**src/rtl/register_file.sv**
```systemverilog
// Architectural register file with per-register busy flag and RoB rename tag.
// Optional same-cycle commit bypass on the read ports: define REGFILE_BYPASS_EN.
module register_file #(
  parameter int unsigned ROB_BITS = 4
) (
  input  logic                clk_in,
  input  logic                rst_in,
  input  logic                rdy_in,
  input  logic [4:0]          issue_rd,
  input  logic [ROB_BITS-1:0] issue_tag,
  input  logic [4:0]          commit_rd,
  input  logic [31:0]         commit_value,
  input  logic [ROB_BITS-1:0] commit_tag,
  input  logic                flush,
  input  logic [4:0]          rs1_id,
  input  logic [4:0]          rs2_id,
  output logic [31:0]         rs1_value,
  output logic [31:0]         rs2_value,
  output logic                rs1_busy,
  output logic                rs2_busy,
  output logic [ROB_BITS-1:0] rs1_tag,
  output logic [ROB_BITS-1:0] rs2_tag
);

  logic [31:0]         r_val  [32];
  logic [ROB_BITS-1:0] r_tag  [32];
  logic [31:0]         r_busy;

  logic w_commit_en;
  logic w_release;
  logic w_issue_en;

  assign w_commit_en = (commit_rd != 5'd0);
  // Only the newest producer may release the busy flag.
  assign w_release   = w_commit_en && r_busy[commit_rd] && (r_tag[commit_rd] == commit_tag);
  assign w_issue_en  = (issue_rd != 5'd0) && !flush;

  always_ff @(posedge clk_in or posedge rst_in) begin
    if (rst_in) begin
      for (int i = 0; i < 32; i++) begin
        r_val[i] <= '0;
        r_tag[i] <= '0;
      end
      r_busy <= '0;
    end else if (rdy_in) begin
      if (w_commit_en) begin
        r_val[commit_rd] <= commit_value;
      end
      if (flush) begin
        r_busy <= '0;
      end else begin
        if (w_release) begin
          r_busy[commit_rd] <= 1'b0;
        end
        // Rename written last so it wins over a release of the same register.
        if (w_issue_en) begin
          r_busy[issue_rd] <= 1'b1;
          r_tag[issue_rd]  <= issue_tag;
        end
      end
    end
  end

  logic w_hit1;
  logic w_hit2;

`ifdef REGFILE_BYPASS_EN
  assign w_hit1 = rdy_in && (rs1_id != 5'd0) && (rs1_id == commit_rd) && r_busy[rs1_id] &&
                  (r_tag[rs1_id] == commit_tag);
  assign w_hit2 = rdy_in && (rs2_id != 5'd0) && (rs2_id == commit_rd) && r_busy[rs2_id] &&
                  (r_tag[rs2_id] == commit_tag);
`else
  assign w_hit1 = 1'b0;
  assign w_hit2 = 1'b0;
`endif

  always_comb begin
    rs1_value = r_val[rs1_id];
    rs1_busy  = r_busy[rs1_id];
    rs1_tag   = r_tag[rs1_id];
    rs2_value = r_val[rs2_id];
    rs2_busy  = r_busy[rs2_id];
    rs2_tag   = r_tag[rs2_id];
    if (w_hit1) begin
      rs1_value = commit_value;
      rs1_busy  = 1'b0;
    end
    if (w_hit2) begin
      rs2_value = commit_value;
      rs2_busy  = 1'b0;
    end
  end

endmodule
```
**config.mk**
```make
export PLATFORM = sky130hd
export DESIGN_NAME = register_file
export DESIGN_NICKNAME = d
export VERILOG_FILES = /design/src/rtl/register_file.sv
export SDC_FILE = /design/constraint.sdc
export NUM_CORES = 2
export LEC_CHECK = 0
export BUFFER_PORTS_ARGS = -buffer_cell sky130_fd_sc_hd__buf_2
export CORE_UTILIZATION = 50
export CTS_CLUSTER_SIZE = 14
export DETAILED_ROUTE_END_ITERATION = 8
export PLACE_DENSITY = 0.66
export SLEW_MARGIN = 20
export SYNTH_ARGS = -nofsm -noshare
export SYNTH_HDL_FRONTEND = slang
export SYNTH_SLANG_ARGS = --single-unit
```
**constraint.sdc**
```tcl
create_clock -name clk_in -period 61.2 [get_ports clk_in]
set_clock_uncertainty 0.05 [all_clocks]
set_input_delay 3.06 -clock clk_in [delete_from_list [all_inputs] [get_ports clk_in]]
set_output_delay 3.06 -clock clk_in [all_outputs]
set_load 0.01 [all_outputs]
```
[Word-level counts from Yosys, hierarchy flattened]
Index checks and enable logic that the tools add are counted.
Storage, ports and cells
  flip-flop bits (word level): 1184
  latch bits: 0
  RAM bits: 0
  memory bits (read-only): 0
  input port bits: 64
  output and inout bits: 74
  word-level logic and storage cells: 134
  memories kept: 0
Operators by class
  add/subtract/negate cells: 0
  multiply operators: 0
  divide/modulo/power cells: 0
  order comparisons: 12
  equal/unequal tests: 1
  shift-type cells: 0
  mux-type cells: 36
  bitwise operators: 8
  reduce and logical (&&, ||, !) cells: 12
Operators by type and width (number)
  $bwmux W1024: 1
  $bmux W32 S5: 2
  $mux W32: 10
  $demux W32 S5: 1
  $bwmux W128: 1
  $bmux W4 S5: 3
  $and A32 B32 Y32: 1
  $not A32 Y32: 1
  $or A32 B32 Y32: 1
  $mux W4: 7
  $ge A6 B6 Y1 const B: 4
  $lt A5 B6 Y1 const B: 4
  $not A5 Y6: 4
  $demux W4 S5: 1
  $bmux W1 S5: 3
  $lt A6 B1 Y1 const B: 2
  $demux W1 S5: 2
  $ge A5 B1 Y1 const B: 2
  $reduce_bool A5 Y1: 2
  $logic_and A1 B1 Y1: 7
  $mux W1: 5
  $eq A4 B4 Y1: 1
  $reduce_and A3 Y1: 1
  $reduce_and A2 Y1: 1
  other kinds (2): 2

[Logic depth before layout (Yosys ltp)]
  depth in word-level cells: 12
  depth in mapped cells: 11
  depth with buffers taken out: 7

[Worst setup path before layout]
Ideal clock, no wire load.
  kind: input -> output
  start: input port rs1_id[0]
  end: output port rs1_busy
  arrival: 5.125 ns
  required time: 58.090 ns
  slack: 52.965 ns
  cell stages on the path: 6
  path buffers: 3
  cells stage by stage: clkbuf_1 > buf_2 > buf_2 > mux4_2 > mux4_2 > mux2_2
On the way
  longest elaborated chain between the ends: 2
RTL lines
  from (decl): line 15  | input logic [4:0] rs1_id,
  $bmux W1 S5: line 79  | rs1_busy = r_busy[rs1_id];
  $mux W1 (not written as such): line 79
  to (decl): line 19  | output logic rs1_busy,
No other way between the ends. The select of a mux whose other input is x is not followed.

[Final worst setup path]
  start: input port rs1_id[0]
  end: output port rs1_value[29]
On the way
  longest elaborated chain between the ends: 4
RTL lines
  $not A5 Y6 (not written as such): line 78  | rs1_value = r_val[rs1_id];
  $bmux W32 S5: line 78
  $mux W32 (not written as such) (2 in series): line 78
  to (decl): line 17  | output logic [31:0] rs1_value,
No other way between the ends. The select of a mux whose other input is x is not followed.

==> results.txt <==
----------------------------------------------------
[Timing]
  Transition time of the tightest slew-check pin ... 1.18 ns
  Final sum of negative setup slack ... 0 ns
  Hold WS ... around 0.34 ns
  RSZ-0062 raised after global routing ... no
  Final Hold Vio Count ... 0
  Final setup violation count ... 0
  Top achievable clock speed ... ~92 MHz
  Rel. slew slack ... 0.213
  Minimum clock period ... roughly 11 ns
  Slew Limit Fails ... 0
  Final clock period utilization by the worst path ... 0.177

[Route]
  Iteration-0 DRC count of the detailed router ... 3,902
  DRC violations left ... 0
  Final wirelength ... roughly 180,000 µm
  Total number of vias ... 38.9k
  Per-cell routed wire length ... about 33 µm
  Vias/cell ... around 6.9
  First drt pass iteration count ... 6
  Post-detailed-route count of antenna-violating nets ... 0

[Place]
  Number of port buffers ... 137
  Hpwl dp ... 99,400 µm
  Final weighted congestion in routability-driven placement ... approximately 0.87
  Post-placement cell count ... ~5.4k

[Power]
  Relative contribution of combinational cells to total power ... 0.199
  Switching part of the total ... 0.263
  Cell area power density ... between 30 and 40 nW/µm²
  Power share of the clock group ... 0.354
  Switching power ... just over 600 µW
  Final Total Pwr ... around 2300 µW
  Leakage power ... roughly 0.030 µW
  Cell internal pwr ... 1690 µW
  VDD IR max ... around 0.000030 V
  Flop pwr share ... 0.447

[Critical path]
  Arr. time, crit path ... just under 8 ns
  Worst path cell trace ... buf_8 > buf_4 > buf_4 > buf_4 > mux4_2 > mux4_2 > mux2_2 > buf_2
  Data required time at the worst endpoint ... between 50 and 60 ns
  Cell type with the highest occurrence count on the critical path ... buf_4
  Crit end category ... output port
  Maximum single-stage delay on the critical path ... around 0.84 ns
  CP max stage cell ... buf_4
  Worst Path Max Fanout ... between 50 and 60
  Worst Path Class, Setup ... in -> out
  Worst Setup Start Kind ... input pin

[Finish]
  Final instance count without filler cells ... between 5k and 6k
  Total number of nets in the final design ... around 4.0k
  Area occupied by registers ... 29,600 µm²
  Multi-input combinational cell area ... approximately 33,000 µm²
  Leading cell type in the layout, fill and taps excluded ... dfrtp_1
  Number of filler instances in the final layout ... around 9.9k
  Layout cells sized above 1 ... 0.582
  Signed area change from the synthesized netlist to the final layout ... 9.55%
  Top library cells by usage in the layout, fill and taps aside ... dfrtp_1 (1,184), mux2_2 (1,145), mux4_2 (740), nand2_1 (149), clkbuf_16 (139)

[Floorplan]
  Ports placed on the boundary ... 138
  Standard cell core area ... approximately 130,000 µm²
  Die outline width ... approximately 360 µm
  Vert. Die Dim ... around 360 µm
  Placement Rows ... 130
  Initial Util ... 0.507
  Die Area ... about 130,000 µm²

[Clock tree]
  Buffers inserted during post-CTS setup optimization ... 0
  Number of buffers between clock root and the deepest sink ... 3
  H-Tree Depth ... 4
  Number of sinks on the clock net ... about 1.2k
  Cell at the root of the clock tree ... clkbuf_16
  Number of buffers added by the clock tree synthesis step ... 135
  Hold bufs inserted after CTS ... 0
  Clock transition time at the flip-flop clock pins of the worst setup and hold paths ... roughly 0.05 ns
  CTS tree ... done
  Clock latency reported for the late side of the worst-skew pair ... between 0.7 and 0.8 ns
  Resized cells post-CTS ... 0

[Global routing]
  Aggregate global routing overflow ... 0
  GRT Util Overall ... 0.290
  Initial antenna violation count ... 7
  Largest net degree at the start of global routing ... about 170
  Global-route wire length before repair ... around 280,000 µm
  Vias in the first global route ... between 30k and 40k

[Logic synthesis]
  Synthesized instance count ... 4,032
  Async SR Flop Fraction ... 1.00
  Number of distinct library cells after synthesis ... between 50 and 60
  Most used DFF post-synth ... dfrtp_1
  Count of flip-flops with a built-in enable after synthesis ... 0
  Area of the mapped netlist ... between 60,000 and 70,000 µm²
  Synthesis-stage register bit count ... roughly 1.2k
  Seq/Total Area, Yosys ... 0.462
  Post-Synthesis Net Count ... 4,096
  Avg Synthesized Cell Area ... 15.9 µm²
  Number of warnings issued by yosys ... 0

[Status]
  Outcome ... completed

[Flow run]
  Max-cap violations ... 0

[Min path]
  HP Class ... reg -> reg

----------------------------------------------------
## power by group through the flow
stage	registers, µW	clock network (µW)	logic, µW
3_5_place_dp	1030	0	459
2_1_floorplan	1000	0	370
3_3_place_gp	1030	0	450
6_report	1020	813	457
4_1_cts	1020	829	460
5_1_grt	1040	860	488
## final cells by class
type / instances / share of cell area
clock inverters: 45 / 0.00699
flip-flops and latches: 1184 / 0.422
clock buffers: 194 / 0.0560
well taps: 1650 / 0.0294
multi-input cells: 2365 / 0.465
repair buffers: 206 / 0.0194
inverters: 28 / 0.00160
diodes: 1 / 0.0000356
## path summary, 6_finish.rpt
kind | startpoint | endpoint | slack [ns] | cells after the start
worst min-delay path | r_val[1007]$_DFFE_PP0P_ | r_val[1007]$_DFFE_PP0P_ | 0.34 | 0
max in group asynchronous | rst_in | r_val[775]$_DFFE_PP0P_ | 55.51 | 5
worst max-delay path | rs1_id[0] | rs1_value[29] | 50.37 | 8
min in group asynchronous | rst_in | r_val[919]$_DFFE_PP0P_ | 2.36 | 2
worst max register to register | r_tag[91]$_DFFE_PP0P_ | r_busy[3]$_DFFE_PP0P_ | 58.70 | 8
worst min register to register | r_val[1007]$_DFFE_PP0P_ | r_val[1007]$_DFFE_PP0P_ | 0.34 | 0
## worst max-delay path, delay by kind of cell
| family | cells | cell delay [ns] |
|---|---|---|
| buffers and inverters | 5 | 3.11 |
| muxes | 3 | 1.43 |
## stage by stage
stage,util,instance area [µm²],worst slack [ns]
floorplan,-,64100,24.74
global placement,0.520,65700,50.25
detailed placement,0.520,65700,50.19
CTS,0.555,70100,50.18
global route,0.556,70200,49.96
finish,0.556,70200,50.37
## flip-flops by register name, summed over array words and instances (netlist names)
register and count:
r_val 1024, r_busy 32, r_tag 128
## synth_stat cells, types with 4 or more instances
cell,n,share of area
dfrtp_1,1184,0.46
mux2_2,1145,0.20
mux4_2,740,0.26
clkbuf_1,281,0.016
nand2_1,151,0.0088
buf_2,142,0.011
mux2i_1,80,0.012
nor2_1,47,0.0028
o22ai_1,28,0.0027
inv_1,27,0.0016
o21ai_0,26,0.0020
buf_1,23,0.0013
a31oi_1,21,0.0020
nor3_1,17,0.0013
a21oi_1,13,0.0010
nand3_1,9,0.00070
or2_2,9,0.00088
buf_4,7,0.00082
nor2b_1,6,0.00059
o221ai_1,6,0.00082
a22oi_1,5,0.00059
mux2_1,5,0.00088
nand3b_1,5,0.00059
nor4_1,5,0.00049
and3_1,4,0.00039
## kinds of logic after synthesis
logic type | after synthesis | share of synthesized area
AOI/OAI and AO/OA | 107 | 0.0101
xor gates and xnor gates | 3 | 0.000410
buffers and inverters | 483 | 0.0317
DFF | 1184 | 0.462
muxes | 1970 | 0.475
and+or+nand+nor | 285 | 0.0209
## routing by layer
metal,global-route usage,routed length (µm),up-vias
met5,0,40,-
met4,0.0975,5950,6
met3,0.0570,13900,353
met2,0.442,86300,1656
met1,0.420,78300,21455
li1,-,-,15453
Note: power is estimated with default switching activity, not from simulation.
